## src/rtl/fpdoom_pkg.sv

```systemverilog
// Shared definitions for the raycaster camera path: heading table geometry,
// angle_rom word layout and the heading controller state encoding.
package fpdoom_pkg;

    localparam int NUM_ANGLES = 126;
    localparam int ANGLE_W    = 7;
    localparam int ROM_W      = 80;
    localparam int FIELD_W    = 16;

    // Bit offsets of each Q8.8 field inside one angle_rom word
    localparam int DIR_X_LSB   = 64;
    localparam int DIR_Y_LSB   = 48;
    localparam int PLANE_X_LSB = 32;
    localparam int PLANE_Y_LSB = 16;
    localparam int INV_DET_LSB = 0;

    typedef enum logic [1:0] {
        ST_INIT = 2'd0,
        ST_IDLE = 2'd1,
        ST_REQ  = 2'd2,
        ST_CAPT = 2'd3
    } state_t;

endpackage

```

## src/rtl/heading_step.sv

```systemverilog
// Combinational modular step of the heading index: +TURN_STEP for a right
// turn, -TURN_STEP for a left turn, wrapping inside 0..NUM_ANGLES-1.
module heading_step #(
    parameter int NUM_ANGLES = 126,
    parameter int TURN_STEP  = 1
) (
    input  logic [6:0] idx,
    input  logic       turn_left,
    input  logic       turn_right,
    output logic [6:0] next_idx
);

    logic        [7:0] step8;
    logic        [7:0] num8;
    logic        [7:0] sum;
    logic signed [7:0] diff;
    logic        [6:0] right_idx;
    logic        [6:0] left_idx;

    assign step8 = 8'(TURN_STEP);
    assign num8  = 8'(NUM_ANGLES);

    // Both sums are kept at 8 bits so the wrap compare sees the carry/borrow
    assign sum  = {1'b0, idx} + step8;
    assign diff = signed'({1'b0, idx}) - signed'(step8);

    assign right_idx = 7'((sum >= num8) ? (sum - num8) : sum);
    assign left_idx  = 7'((diff < 0) ? (diff + signed'(num8)) : diff);

    always_comb begin
        next_idx = idx;
        if (turn_right && !turn_left) begin
            next_idx = right_idx;
        end else if (turn_left && !turn_right) begin
            next_idx = left_idx;
        end
    end

endmodule

```

## src/rtl/heading_ctrl.sv

```systemverilog
// Heading controller: steps the heading index once per frame on a turn
// request, reads the matching angle_rom word and publishes the camera set.
module heading_ctrl #(
    parameter int NUM_ANGLES = 126,
    parameter int TURN_STEP  = 1
) (
    input  logic        clk,
    input  logic        rst_n,
    input  logic        frame_start,
    input  logic        turn_left,
    input  logic        turn_right,
    output logic [6:0]  rom_addr,
    input  logic [79:0] rom_data,
    output logic [15:0] dir_x,
    output logic [15:0] dir_y,
    output logic [15:0] plane_x,
    output logic [15:0] plane_y,
    output logic [15:0] inv_det,
    output logic [6:0]  heading,
    output logic        params_valid,
    output logic        updated,
    output logic        busy
);

    import fpdoom_pkg::*;

    state_t     state;
    state_t     next_state;
    logic       load_heading;
    logic [6:0] next_idx;

    heading_step #(
        .NUM_ANGLES (NUM_ANGLES),
        .TURN_STEP  (TURN_STEP)
    ) u_step (
        .idx        (heading),
        .turn_left  (turn_left),
        .turn_right (turn_right),
        .next_idx   (next_idx)
    );

    always_comb begin
        next_state   = state;
        load_heading = 1'b0;
        case (state)
            ST_INIT: next_state = ST_REQ;
            ST_IDLE: begin
                // Only an unambiguous turn request starts a reload
                if (frame_start && (turn_left ^ turn_right)) begin
                    load_heading = 1'b1;
                    next_state   = ST_REQ;
                end
            end
            ST_REQ:  next_state = ST_CAPT;
            ST_CAPT: next_state = ST_IDLE;
            default: next_state = ST_INIT;
        endcase
    end

    always_ff @(posedge clk) begin
        if (!rst_n) begin
            state        <= ST_INIT;
            heading      <= '0;
            dir_x        <= '0;
            dir_y        <= '0;
            plane_x      <= '0;
            plane_y      <= '0;
            inv_det      <= '0;
            params_valid <= 1'b0;
            updated      <= 1'b0;
        end else begin
            state   <= next_state;
            updated <= 1'b0;
            if (load_heading) begin
                heading <= next_idx;
            end
            // All five fields move together so no output mixes two headings
            if (state == ST_CAPT) begin
                dir_x        <= rom_data[DIR_X_LSB   +: FIELD_W];
                dir_y        <= rom_data[DIR_Y_LSB   +: FIELD_W];
                plane_x      <= rom_data[PLANE_X_LSB +: FIELD_W];
                plane_y      <= rom_data[PLANE_Y_LSB +: FIELD_W];
                inv_det      <= rom_data[INV_DET_LSB +: FIELD_W];
                params_valid <= 1'b1;
                updated      <= 1'b1;
            end
        end
    end

    assign rom_addr = heading;
    assign busy     = (state != ST_IDLE);

endmodule

```

## config.mk

```make
export PLATFORM = sky130hd
export DESIGN_NAME = heading_ctrl
export DESIGN_NICKNAME = d
export VERILOG_FILES = /design/src/rtl/fpdoom_pkg.sv /design/src/rtl/heading_step.sv /design/src/rtl/heading_ctrl.sv
export SDC_FILE = /design/constraint.sdc
export NUM_CORES = 1
export LEC_CHECK = 0
export BUFFER_PORTS_ARGS = -buffer_cell sky130_fd_sc_hd__buf_2
export CAP_MARGIN = 30
export CORE_MARGIN = 2
export CORE_UTILIZATION = 27
export CTS_BUF_LIST = sky130_fd_sc_hd__clkbuf_2
export DETAILED_ROUTE_END_ITERATION = 16
export PLACE_DENSITY = 0.53
export SLEW_MARGIN = 10
export SYNTH_ARGS = -nofsm -noshare
export SYNTH_HDL_FRONTEND = slang
export SYNTH_SLANG_ARGS = --single-unit
```

## constraint.sdc

```tcl
create_clock -name clk -period 2.3 [get_ports clk]
set_input_delay 0.115 -clock clk [delete_from_list [all_inputs] [get_ports clk]]
set_output_delay 0.115 -clock clk [all_outputs]
set_load 0.01 [all_outputs]
```

# ---- Word-level counts from Yosys, hierarchy flattened
# Index checks and enable logic that the tools add are counted.
dict set report op_classes {
  n_addsub 4
  order_cmp 2
  eq_ne 5
  mux 9
  bitwise 1
  reduce_logical 8
}
# op n
set op_table {}
lappend op_table {{$mux 7} 4}
lappend op_table {{$add 7x1->8 const B} 1}
lappend op_table {{$ge 8x7->1 const B} 1}
lappend op_table {{$lt 8x1->1 const B} 1}
lappend op_table {{$pmux 2 s4} 1}
lappend op_table {{$sub 7x1->8 const B} 1}
lappend op_table {{$add 7x2->7 const B} 1}
lappend op_table {{$sub 7x7->7 const B} 1}
lappend op_table {{$eq 2x2->1 const B} 2}
lappend op_table {{$logic_and 1x1->1} 3}
lappend op_table {{$mux 1} 3}
lappend op_table {{$eq 2x1->1 const B} 1}
lappend op_table {{$logic_not 1->1} 2}
lappend op_table {{$logic_not 2->1} 1}
lappend op_table {{$mux 2} 1}
lappend op_table {{$ne 2x1->1 const B} 1}
lappend op_table {{$ne 2x2->1 const B} 1}
lappend op_table {{$reduce_and 2->1} 1}
lappend op_table {{$reduce_bool 2->1} 1}
lappend op_table {{$xor 1x1->1} 1}
dict set report word_totals {
  register_bits 91
  output_inout_bits 97
  elab_cells 38
}

# ---- Logic depth before layout (Yosys ltp)
# Gate-level depths: netlist of run 1.
dict set report depth {
  word_depth 5
  ltp_mapped 10
}

# ---- Cells and area by module
# Synthesis of run 1 repeated with hierarchy kept, for this count alone.
dict set report hier_totals {
  cells_unflattened 308
  hier_area_um2 3539.6
}
# mod n_inst cells_per_inst area_each_um2
set by_module_without_submodules {}
lappend by_module_without_submodules {heading_ctrl 1 230 3006.6}
lappend by_module_without_submodules {heading_step 1 78 533.0}

# ---- Worst setup path before layout of run 1
# OpenSTA, ideal clock, no wires.
dict set report synth_path {
  kind {register to register}
  startpoint {register heading[2]}
  endpoint {register heading[2]}
  arrival_ns 2.180
  required_ns 2.230
  slack_ns 0.051
  path_stages_with_launch 10
  synth_period_minus_slack_ns 2.249
  cell_sequence {dfxtp_1 buf_6 clkbuf_1 xor2_1 inv_1 ha_1 nor2_1 or4b_4 a41o_1 a21oi_1}
}
dict set report synth_via {
  elab_chain_len 5
}
# item line_no
set synth_rtl {}
lappend synth_rtl {{start, declared} heading_ctrl.sv:19} ;# output logic [6:0] heading,
lappend synth_rtl {{start signal, assigned} heading_ctrl.sv:75} ;# heading <= next_idx;
lappend synth_rtl {{$sub 7x1->8} heading_step.sv:25} ;# assign diff = signed'({1'b0, idx}) - signed'(step8);
lappend synth_rtl {{$add 7x2->7 or $lt 8x1->1 (tied branches)} heading_step.sv:28} ;# assign left_idx = 7'((diff < 0) ? (diff + signed'(num8)) : diff);
lappend synth_rtl {{$mux 7} heading_step.sv:28}
lappend synth_rtl {{$mux 7} heading_step.sv:34} ;# end else if (turn_left && !turn_right) begin
lappend synth_rtl {{$mux 7 (*)} heading_step.sv:32} ;# if (turn_right && !turn_left) begin
# Mark *: on every way between the ends. The rest lies on a longest branch, timed or not. The select of a mux whose other input is x is not followed.
# A chain may end at the register's enable or synchronous reset.

# ---- Worst setup path in the final report of run 1
dict set report layout_path {
  startpoint {register heading[1]}
  endpoint {register heading[2]}
}
# Same word-level chain as after synthesis.

==> qor.csv, run 1 <==
metric;value;unit
die_w;117;µm
critPathMaxFanout;3;
synth_cells;324;
setup_tns;0;ns
path_depth;9;
drive_gt1_share;37.5;%
gr-usage-all-layers;16.0;%
synth_seq_area_share;53.0;%
synthSimpleGateAreaFrac;7.79;%
design_area;5430;µm²
path_cells;inv_1 -> ha_1 -> xor2_1 -> inv_1 -> ha_1 -> nor2_1 -> or4b_4 -> a41o_1 -> a21oi_1;
ys_types;52;
area_growth;58.0;%
setup_viol;0;
grtUsageMet3;5.10;%
powerDensity;561;nW/µm²
ir_worst_vdd;327;µV
wl_per_cell;14.7;µm
netlist.top_cell.by_area;dfxtp_1;
power;3.05;mW
slew_headroom;60.5;%
coreArea;12500;µm²
synth_top_area_share;53.0;%
critPathRequiredTime;2.86;ns
switching_power;0.848;mW
rr_startpoint;heading[1]$_SDFFE_PN0P_;
synthArstFlopShare;0;%
met2_usage;25.1;%
internal-power;2.20;mW
synth_area;3440;µm²
synth-seq-cells;91;
start_kind;register;
cts_tree;done;
final-instance-count-excl-fill;750;
cts_root_buf;clkbuf_2;
timing.final.crit_period;2.16;ns
synth_most_common_cell;dfxtp_1;
nets;664;
grt_pass1_vias;3482;
synth_area_leaders;dfxtp_1, a22o_1, clkbuf_1;
drt_iter0_drc;240;
grt_pass1_wl;17200;µm
holdCritPathClass;input pin to register;
die_h;117;µm
combPwrFrac;17.2;%
end_kind;register;
worst-path-buf-inv;2;
drv_cap;0;
avgSynthCellArea;10.6;µm²
clk_pin_slew;0.27;ns
synth_fp_nets;415;
overflow;0;
hold_path_depth;6;
pin_count;182;
cts_made_buffers;9;
synth_compound_area_share;29.8;%
r2r-end;heading[2]$_SDFFE_PN0P_;
place_inst;651;
p_seq_share;55.8;%
post-route-period-util;94.1;%
insertion_delay;0.59;ns
top_usage_layer;met2;
antenna_found_initial;0;
grt_max_degree;56;
grt_setup_unrepaired;no;
critPathMaxStageDelay;0.48;ns
initial_core_util;27.5;%
hold_viol;0;
io_buffers;181;
switching_share;27.8;%
synth-adder-area-share;2.18;%
crit_type;register to register;
synth.mux.area_fraction;0;%
arrival;2.72;ns
p_clk_share;27.0;%
clock_sinks;91;
hold_end;heading[0]$_SDFFE_PN0P_;
dpl_cell_area;4480;µm²
synthTopCellsByCount;dfxtp_1, a22o_1, clkbuf_1;
synth_edf_count;0;
synth-xor-area-share;1.02;%
critPathTopFamily;simple AND/OR/NAND/NOR gates;
die_area;13700;µm²
min_from;turn_right;
leakagePower;2.59;nW
ant_nets;0;
diodes;0;
worstMarginPinSlew;0.592;ns
status;complete, no violations;
synth_top_family_by_area;compound AO/OA/AOI/OAI gates;
dp_hpwl;7030;µm
vias;3544;
drt-vias-per-instance;4.73;
reg2reg_slack;0.14;ns
synth_flop_cell;dfxtp_1;
h-tree-depth;3;
clockBufferDepth;2;
fmax;462;MHz
cp_slowest_cell;or4b_4;
firstDrtPassIters;5;
r2r_cells;9;
place_congestion;0.924;
fill_cells;1222;
grt.met1_usage;19.6;%
wirelength;11000;µm
synth_warnings;0;
drc;0;
slew_violations;0;
rows;41;
finalClockSkew;0.0334;ns
-- cell type report --
cell class / instances / area [µm²] / share of cell area (%)
tap: 172 / 215 / 3.96
inverter: 12 / 45.0 / 0.829
sequential: 91 / 1830 / 33.6
multi-input combinational: 185 / 1420 / 26.2
clock inverter: 6 / 63.8 / 1.17
clock buffer: 10 / 50.0 / 0.921
timing repair buffer: 274 / 1810 / 33.3
-- per-stage QoR --
step / hold WS, ns / utilization [%] / setup slack (ns)
floorplan: 0.230 / - / 0.0508
global placement: 0.323 / 35.8 / 0.119
detailed placement: 0.328 / 35.8 / 0.0853
CTS: 0.0808 / 43.4 / 0.0477
global route: 0.152 / 43.4 / 0.0171
finish: 0.131 / 43.4 / 0.136
-- tightest hold or removal path, stage by stage --
cell	delay, ns
buf_2	0.08
ha_1	0.14
nor4bb_2	0.06
inv_1	0.11
nand2_1	0.07
a21oi_1	0.10
-- kinds of logic (layout without fill, tap and decap cells) --
kind of cell,after synthesis,after routing
xor+xnor,4,4
simple gates,48,48
buf+inv,48,302
fa+ha+maj,6,6
compound gates,127,127
flops,91,91
-- layer usage --
layer / routed length, µm / vias to the layer above / part of all wire (%)
li1: - / 1720 / -
met1: 4660 / 1650 / 42
met2: 5220 / 153 / 47
met3: 864 / 21 / 7.8
met4: 274 / 0 / 2.5
met5: 0 / - / 0
-- layout by cell type, fill, tap and decap left out, drive strengths merged, types with 8 or more instances in the layout --
master and n:
inv 14, dfxtp 91, nand2 10, dlygate4sd3 83
a22o 80, buf 191, a21oi 12, nor2 8
clkbuf 10
-- worst max-delay path by stage --
stage | start | slack, ns | endpoint
floorplan | heading[2]$_SDFFE_PN0P_ | 0.05 | heading[2]$_SDFFE_PN0P_
global placement | heading[0]$_SDFFE_PN0P_ | 0.12 | heading[2]$_SDFFE_PN0P_
CTS | heading[0]$_SDFFE_PN0P_ | 0.05 | heading[2]$_SDFFE_PN0P_
finish | heading[1]$_SDFFE_PN0P_ | 0.14 | heading[2]$_SDFFE_PN0P_
detailed placement | heading[0]$_SDFFE_PN0P_ | 0.09 | heading[2]$_SDFFE_PN0P_
global route | heading[0]$_SDFFE_PN0P_ | 0.02 | heading[2]$_SDFFE_PN0P_
-- flip-flops by register name, summed over array words and instances, names as in the netlist --
signal        cells
dir_x            16
dir_y            16
heading           7
inv_det          16
params_valid      1
plane_x          16
plane_y          16
state             2
updated           1
-- timing repair --
item                                    4_1_cts  5_1_grt
resized for setup                             0        3
buffers inserted                              0        0
hold endpoints to repair                     90        0
hold buffers                                 83        0
endpoints found under the setup margin        0        4
-- power groups by stage --
stage	Combinational [mW]	Clock (mW)	Sequential, mW
floorplan	0.189	0	1.75
global placement	0.410	0	1.73
detailed placement	0.412	0	1.73
CTS	0.521	0.862	1.70
global route	0.573	0.929	1.71
finish	0.525	0.823	1.70
Power figures use the tool's default switching activity.
==> run 2, diff against run 1 <==
==> constraint.sdc (replaced) <==
create_clock -name clk -period 2.3 [get_ports clk]
set_input_delay 0.23 -clock clk [delete_from_list [all_inputs] [get_ports clk]]
set_output_delay 0.23 -clock clk [all_outputs]
set_load 0.01 [all_outputs]
==> qor.csv, run 2 (synthesis results as in run 1) <==
metric;value;unit
die_area;13700;µm²
die_h;117;µm
worstMarginPinSlew;0.575;ns
wirelength;10900;µm
layout_commonest_cell;buf_2;
setup_tns;0;ns
holdCritPathClass;input pin to register;
critPathMaxStageDelay;0.49;ns
diodes;0;
leakagePower;2.60;nW
initial_core_util;27.5;%
io_buffers;181;
hold_viol;0;
cts_tree;done;
place_congestion;0.900;
crit_type;register to register;
cp_slowest_cell;dfxtp_1;
h-tree-depth;3;
grt_pass1_wl;16900;µm
vias;3556;
setup_ws;0.117;ns
place_ws;0.0828;ns
setup_viol;0;
die_w;117;µm
timing.final.crit_period;2.18;ns
final-instance-count-excl-fill;749;
grt_setup_unrepaired;no;
cts_made_buffers;9;
path_cells;buf_4 -> and4_2 -> o2bb2ai_1 -> o21ai_1 -> or3b_1 -> a211oi_1;
start_kind;register;
place_inst;651;
slew_violations;0;
finalClockSkew;0.0248;ns
grt_max_degree;56;
overflow;0;
arrival;2.68;ns
coreArea;12500;µm²
final_cell_mix;buf_2, dfxtp_1, dlygate4sd3_1;
ir_worst_vdd;325;µV
antenna_found_initial;0;
drt_iter0_drc;253;
drive_gt1_share;38.3;%
firstDrtPassIters;4;
post-route-period-util;94.9;%
critPathRequiredTime;2.80;ns
drt-vias-per-instance;4.75;
cts_root_buf;clkbuf_2;
clockBufferDepth;2;
wl_per_cell;14.5;µm
critPathMaxFanout;16;
powerDensity;580;nW/µm²
status;complete, no violations;
clock_sinks;91;
dp_hpwl;6910;µm
drc;0;
final_util;43.7;%
holdWs;0.0935;ns
end_kind;register;
slew_headroom;60.7;%
clk_pin_slew;0.26;ns
fmax;458;MHz
drv_cap;0;
pin_count;182;
rows;41;
ant_nets;0;
insertion_delay;0.59;ns
area_growth;58.9;%
grt_pass1_vias;3455;
nets;663;
gr-usage-all-layers;15.8;%
## run 2: power breakdown
group / switching (mW) / internal [mW]
combinational: 0.237 / 0.285
sequential: 0.0478 / 1.65
clock: 0.581 / 0.367
total: 0.866 / 2.30
## run 2: layout make-up
cell class | count | area, µm²
fill | 1227 | 7050
sequential | 91 | 1830
timing repair buffer | 273 | 1800
multi-input combinational | 185 | 1430
tap | 172 | 215
clock inverter | 7 | 97.6
clock buffer | 9 | 45.0
inverter | 12 | 45.0
## run 2: path summary, 6_finish.rpt
path	cells after the start	start	slack, ns	to
setup / recovery	6	heading[2]$_SDFFE_PN0P_	0.12	heading[1]$_SDFFE_PN0P_
hold / removal	4	turn_right	0.09	state[1]$_SDFFE_PN0P_
hold reg to reg	1	params_valid$_SDFFE_PN0P_	0.49	params_valid$_SDFFE_PN0P_
setup reg to reg	6	heading[2]$_SDFFE_PN0P_	0.12	heading[1]$_SDFFE_PN0P_
## run 2: timing repair
action / in CTS / in global routing
buffers inserted: 0 / 0
resized for setup: 0 / 6
hold buffers: 82 / 0
endpoints found under the hold margin: 87 / 0
setup endpoints to repair: 0 / 4
## run 2: per-stage QoR
stage	total power, mW	cell area [µm²]
2_1_floorplan	1.94	3440
3_3_place_gp	2.14	4480
3_5_place_dp	2.14	4480
4_1_cts	3.21	5450
5_1_grt	3.35	5460
6_report	3.17	5460
## run 2: routing by layer
layer | global-route usage (%) | vias up | wire, µm
met5 | 0 | - | 0
met1 | 19.7 | 1667 | 4510
met4 | 6.59 | 0 | 219
met3 | 5.15 | 20 | 867
li1 | - | 1715 | -
met2 | 25.0 | 154 | 5280
## run 2: worst max-delay path: cells and delay by family (launching register included)
| family | cells | cell delay (ns) |
|---|---|---|
| AOI/OAI and AO/OA | 3 | 0.60 |
| buffers and inverters | 1 | 0.25 |
| DFF | 1 | 0.49 |
| and+or+nand+nor | 2 | 0.75 |
